## src/rtl/qpi_rd_stream.sv

```systemverilog
// Tagged QPI cache-line read streamer: issues up to TAGS outstanding reads, reorders
// responses and delivers lines in order. Optional stall counter: QPI_RD_STREAM_PERF_EN.
module qpi_rd_stream #(
  parameter int TAGS   = 8,
  parameter int ADDR_W = 20
) (
  input  logic              clk,
  input  logic              reset,
  input  logic              io_start,
  input  logic [ADDR_W-1:0] io_base_addr,
  input  logic [ADDR_W-1:0] io_num_lines,
  input  logic              io_qpi_rd_req_almostfull,
  output logic [ADDR_W-1:0] io_qpi_rd_req_addr,
  output logic [13:0]       io_qpi_rd_req_mdata,
  output logic              io_qpi_rd_req_valid,
  input  logic [13:0]       io_qpi_rd_rsp_mdata,
  input  logic [511:0]      io_qpi_rd_rsp_data,
  input  logic              io_qpi_rd_rsp_valid,
  output logic              io_out_valid,
  output logic [511:0]      io_out_data,
  input  logic              io_out_ready,
  output logic              io_busy,
  output logic              io_done
`ifdef QPI_RD_STREAM_PERF_EN
  ,
  output logic [31:0]       io_stall_cycles
`endif
);

  localparam int TAG_W  = $clog2(TAGS);
  localparam int LINE_W = 512;

  typedef enum logic [1:0] {
    IDLE = 2'd0,
    RUN  = 2'd1,
    DONE = 2'd2
  } state_t;

  state_t              state;
  logic                busy_q;
  logic                done_q;
  logic [ADDR_W-1:0]   base_q;
  logic [ADDR_W-1:0]   num_q;
  logic [ADDR_W-1:0]   issued_q;
  logic [ADDR_W-1:0]   delivered_q;
  logic [TAGS-1:0]     full_q;
  logic [LINE_W-1:0]   slot_data [TAGS];

  logic [TAG_W-1:0]    head;
  logic [TAG_W-1:0]    rsp_tag;
  logic [TAG_W-1:0]    rsp_off;
  logic [ADDR_W-1:0]   outstanding;
  logic [ADDR_W-1:0]   delivered_nxt;
  logic                want_issue;
  logic                issue;
  logic                rsp_expected;
  logic                rsp_accept;
  logic                pop;
  logic                last_pop;
  logic                unused_mdata;

  // Head slot is the delivery count modulo TAGS, so it needs no separate register.
  assign head          = delivered_q[TAG_W-1:0];
  assign outstanding   = issued_q - delivered_q;
  assign want_issue    = (state == RUN) && (issued_q < num_q);
  assign issue         = want_issue && !io_qpi_rd_req_almostfull &&
                         (outstanding < ADDR_W'(TAGS));

  assign io_qpi_rd_req_valid = issue;
  assign io_qpi_rd_req_addr  = base_q + issued_q;
  assign io_qpi_rd_req_mdata = {{(14-TAG_W){1'b0}}, issued_q[TAG_W-1:0]};

  // A response is only taken for a tag inside the live window; anything else
  // (stale traffic after a reset, or a repeat to a full slot) is dropped.
  assign rsp_tag       = io_qpi_rd_rsp_mdata[TAG_W-1:0];
  assign rsp_off       = rsp_tag - head;
  assign rsp_expected  = ADDR_W'(rsp_off) < outstanding;
  assign rsp_accept    = io_qpi_rd_rsp_valid && (state == RUN) && rsp_expected &&
                         !full_q[rsp_tag];
  assign unused_mdata  = ^io_qpi_rd_rsp_mdata[13:TAG_W];

  assign io_out_valid  = full_q[head];
  assign io_out_data   = io_out_valid ? slot_data[head] : '0;
  assign pop           = io_out_valid && io_out_ready;
  assign delivered_nxt = delivered_q + ADDR_W'(pop);
  assign last_pop      = (issued_q == num_q) && (delivered_nxt == num_q);

  assign io_busy       = busy_q;
  assign io_done       = done_q;

  always_ff @(posedge clk or negedge reset) begin
    if (!reset) begin
      state       <= IDLE;
      busy_q      <= 1'b0;
      done_q      <= 1'b0;
      base_q      <= '0;
      num_q       <= '0;
      issued_q    <= '0;
      delivered_q <= '0;
    end else begin
      case (state)
        IDLE: begin
          if (io_start) begin
            base_q      <= io_base_addr;
            num_q       <= io_num_lines;
            issued_q    <= '0;
            delivered_q <= '0;
            busy_q      <= 1'b1;
            if (io_num_lines == '0) begin
              state  <= DONE;
              done_q <= 1'b1;
            end else begin
              state  <= RUN;
            end
          end
        end
        RUN: begin
          if (issue) issued_q <= issued_q + 1'b1;
          delivered_q <= delivered_nxt;
          if (last_pop) begin
            state  <= DONE;
            done_q <= 1'b1;
          end
        end
        DONE: begin
          state  <= IDLE;
          busy_q <= 1'b0;
          done_q <= 1'b0;
        end
        default: begin
          state  <= IDLE;
          busy_q <= 1'b0;
          done_q <= 1'b0;
        end
      endcase
    end
  end

  // A full slot never accepts a response, so the set and clear below never
  // target the same slot in one cycle.
  always_ff @(posedge clk or negedge reset) begin
    if (!reset) begin
      full_q <= '0;
    end else begin
      if (pop)        full_q[head]    <= 1'b0;
      if (rsp_accept) full_q[rsp_tag] <= 1'b1;
    end
  end

  always_ff @(posedge clk) begin
    if (rsp_accept) slot_data[rsp_tag] <= io_qpi_rd_rsp_data;
  end

`ifdef QPI_RD_STREAM_PERF_EN
  logic [31:0] stall_q;

  always_ff @(posedge clk or negedge reset) begin
    if (!reset) begin
      stall_q <= '0;
    end else if (state == IDLE && io_start) begin
      stall_q <= '0;
    end else if (want_issue && !issue) begin
      stall_q <= stall_q + 32'd1;
    end
  end

  assign io_stall_cycles = stall_q;
`endif

endmodule

```

## config.mk

```make
export PLATFORM = sky130hd
export DESIGN_NAME = qpi_rd_stream
export DESIGN_NICKNAME = d
export VERILOG_FILES = /design/src/rtl/qpi_rd_stream.sv
export SDC_FILE = /design/constraint.sdc
export NUM_CORES = 2
export LEC_CHECK = 0
export ABC_CLOCK_PERIOD_IN_PS = 83500
export CORE_ASPECT_RATIO = 1.5
export CORE_UTILIZATION = 40
export DETAILED_ROUTE_END_ITERATION = 8
export GPL_ROUTABILITY_DRIVEN = 0
export PLACE_DENSITY = 0.55
export SLEW_MARGIN = 10
export SYNTH_ARGS = -nofsm -noshare
export SYNTH_HDL_FRONTEND = slang
export SYNTH_SLANG_ARGS = --single-unit
```

## constraint.sdc

```tcl
create_clock -name clk -period 83.5 [get_ports clk]
set_clock_uncertainty 0.05 [all_clocks]
set_input_delay 16.7 -clock clk [delete_from_list [all_inputs] [get_ports clk]]
set_output_delay 16.7 -clock clk [all_outputs]
set_load 0.02 [all_outputs]
```

==> impl_metrics.py <==
metrics = {
    "cts": {
        "ctsHtreeMaxLevel": 5,
        "hold_buffers": 0,
        "root_buffer": "clkbuf_16",
        "insertion_delay_ns": 0.95,
        "cts.clk_slew.worst_paths_ns": 0.06,
        "cts_buffers": 399,
        "tritoncts": "built",
        "post_cts_buffers": 0,
        "cts_resized": 0,
        "cts.sinks": 4188,
        "clockBufferDepth": 4,
    },
    "logic_synthesis": {
        "yosys-top-cells-count": "edfxtp_1, a22oi_1, clkbuf_1, a221oi_1, a31oi_1",
        "synth_top_cell_by_area": "edfxtp_1",
        "yosys.area.top_type_share_pct": 80.1,
        "syn-instance-count": 8286,
        "syn_area_um2": 154000,
        "async_flop_share_pct": 2.20,
        "synth-edff-count": 4096,
        "yosysMostFrequentCell": "edfxtp_1",
        "synth-seq-area-share_pct": 81.6,
        "avgSynthCellArea_um2": 18.5,
        "yosys-top-cells-area": "edfxtp_1, a22oi_1, a221oi_1, a22o_1, a31oi_1",
        "synth_cell_types": 78,
        "synth_seq_cells": 4188,
        "synth.yosys.warnings": 0,
        "synth_ff_type": "edfxtp_1",
    },
    "layout": {
        "syn2layout_area_growth_pct": 19.5,
        "final_cells": 14800,
        "fin_area_um2": 184000,
        "fill_cells": 31800,
        "nNetsFinal": 10000,
        "layout-drive-gt1-share_pct": 8.95,
        "postLayoutCoreUtil_pct": 48.0,
    },
    "pwr": {
        "power.share.clock_pct": 34.7,
        "p_total_mw": 5.17,
        "swShare_pct": 28.0,
        "seq_power_share_pct": 46.8,
        "ir_worst_vdd_mv": 0.0209,
        "p_per_area_nw_per_um2": 28.1,
        "p_sw_mw": 1.45,
        "p_int_mw": 3.72,
        "power.leakage_nw": 56.7,
        "comb_power_share_pct": 18.5,
    },
    "drt": {
        "drc": 0,
        "drt_first_pass_iters": 5,
        "vias": 87500,
        "ant_nets": 0,
        "wl_per_cell_um": 31.4,
        "routed_via_density": 5.90,
        "first_iter_violations": 8401,
        "drt_wl_total_um": 466000,
    },
    "placement": {
        "dp.final_hpwl_um": 259000,
        "portBuffers": 1099,
        "placed_area_um2": 170000,
        "dp_cells": 14000,
        "place_ws_ns": 47.70,
    },
    "timing": {
        "drv_slew": 0,
        "post-route-period-util_pct": 42.9,
        "fin_crit_ns": 35.84,
        "worstMarginPinSlew_ns": 1.27,
        "rsz0062_at_grt": "false",
        "whs_ns": 0.442,
        "hold_viol_final": 0,
        "setup_violations": 0,
        "relSlewSlack_pct": 15.4,
        "tns_ns": 0,
        "fin_ws_ns": 47.66,
        "fmax_mhz": 27.9,
    },
    "die": {
        "core_area_um2": 382000,
        "initial_core_util_pct": 40.2,
        "dieArea_um2": 386000,
        "ios": 1122,
        "die_w_um": 508,
        "die_h_um": 761,
        "num_rows": 278,
    },
    "worst_setup_path": {
        "cp_data_required_time_ns": 66.75,
        "worstPathMaxFanout": 9,
        "end_kind": "output pin",
        "critPathLaunchType": "input pin",
        "path_class": "in2out",
        "arrival_ns": 19.09,
    },
    "worst_hold_path": {
        "hold_path_class": "reg2reg",
    },
    "grt": {
        "grt_max_degree": 128,
        "grt_pass1_vias": 86300,
        "grt-ovfl-total": 0,
        "antenna_found_initial": 156,
        "grt_pass1_wl_um": 656000,
        "track_usage_pct": 23.3,
    },
    "run_status": {
        "outcome": "finished clean",
    },
    "job": {
        "maxCapViolCount": 0,
    },
}
==> final timing paths <==
path | from | depth (start not counted) | slack, ns | to
worst max-delay path | io_qpi_rd_req_almostfull | 7 | 47.66 | io_qpi_rd_req_valid
worst min-delay path | base_q[16] | 2 | 0.44 | base_q[16]
worst max register to register | delivered_q[1] | 16 | 74.62 | slot_data[0][310]
worst min register to register | base_q[16] | 2 | 0.44 | base_q[16]
max in group asynchronous | reset | 2 | 66.50 | delivered_q[1]
min in group asynchronous | reset | 1 | 15.72 | base_q[19]
==> sequential cells by signal (all words and copies together) (netlist names) <==
signal,flops
io_busy,1
delivered_q,20
num_q,20
issued_q,20
io_done,1
state,2
full_q,8
slot_data,4096
base_q,20
==> critical path, cell delays in order <==
cell and delay, ns:
clkdlybuf4s50_1 0.44, nor3_1 0.29, o2111ai_1 0.25, inv_1 0.16, nand3_1 0.38, inv_1 0.23, clkdlybuf4s50_1 0.63
==> final cells by class <==
cell class,instances,area [µm²],area share [%]
flip-flops and latches,4188,125000,68.3
multi-input cells,3483,26000,14.2
repair buffers,1265,12600,6.87
clock buffers,468,10300,5.59
well taps,5040,6310,3.44
clock inverters,261,2630,1.43
inverters,59,221,0.121
diodes,68,170,0.0927
==> cell families after synthesis <==
group / after synthesis / share of synthesized area, %
xor gates and xnor gates: 61 / 0.353
adders and majority gates: 67 / 0.561
and+or+nand+nor: 497 / 1.51
other: 1 / 0.00244
muxes: 123 / 0.934
AOI/OAI and AO/OA: 2724 / 13.5
buffers and inverters: 625 / 1.57
DFF: 4188 / 81.6
==> layer usage <==
metal / wire (µm) / part of all wire [%] / global-route usage [%] / vias to the layer above
li1: - / - / - / 37300
met1: 186000 / 40 / 29.9 / 45900
met2: 224000 / 48 / 38.1 / 3407
met3: 40000 / 8.6 / 6.52 / 790
met4: 15300 / 3.3 / 7.84 / 98
met5: 612 / 0.13 / 0 / -
==> power groups by stage <==
stage / Sequential [mW] / Clock, mW / Combinational, mW
floorplan: 2.54 / 0 / 0.456
global placement: 2.46 / 0 / 0.962
detailed placement: 2.46 / 0 / 0.961
CTS: 2.42 / 1.83 / 0.966
global route: 2.42 / 1.90 / 1.00
finish: 2.42 / 1.79 / 0.957
==> cells in the final DEF (no fill, tap or decap), types with 56 or more instances in the layout <==
master,instances
a221oi_1,504
a21oi_1,69
clkdlybuf4s50_1,1098
a31oi_1,476
a22oi_1,982
o21ai_0,106
clkbuf_1,68
clkbuf_16,400
dfrtp_1,89
buf_4,138
clkinv_1,85
inv_1,56
nor2_1,123
edfxtp_1,4096
a22o_1,468
clkinv_2,87
diode_2,68
mux2_2,72
nand2_1,192
ha_1,64
Note: power is estimated with default switching activity, not from simulation.
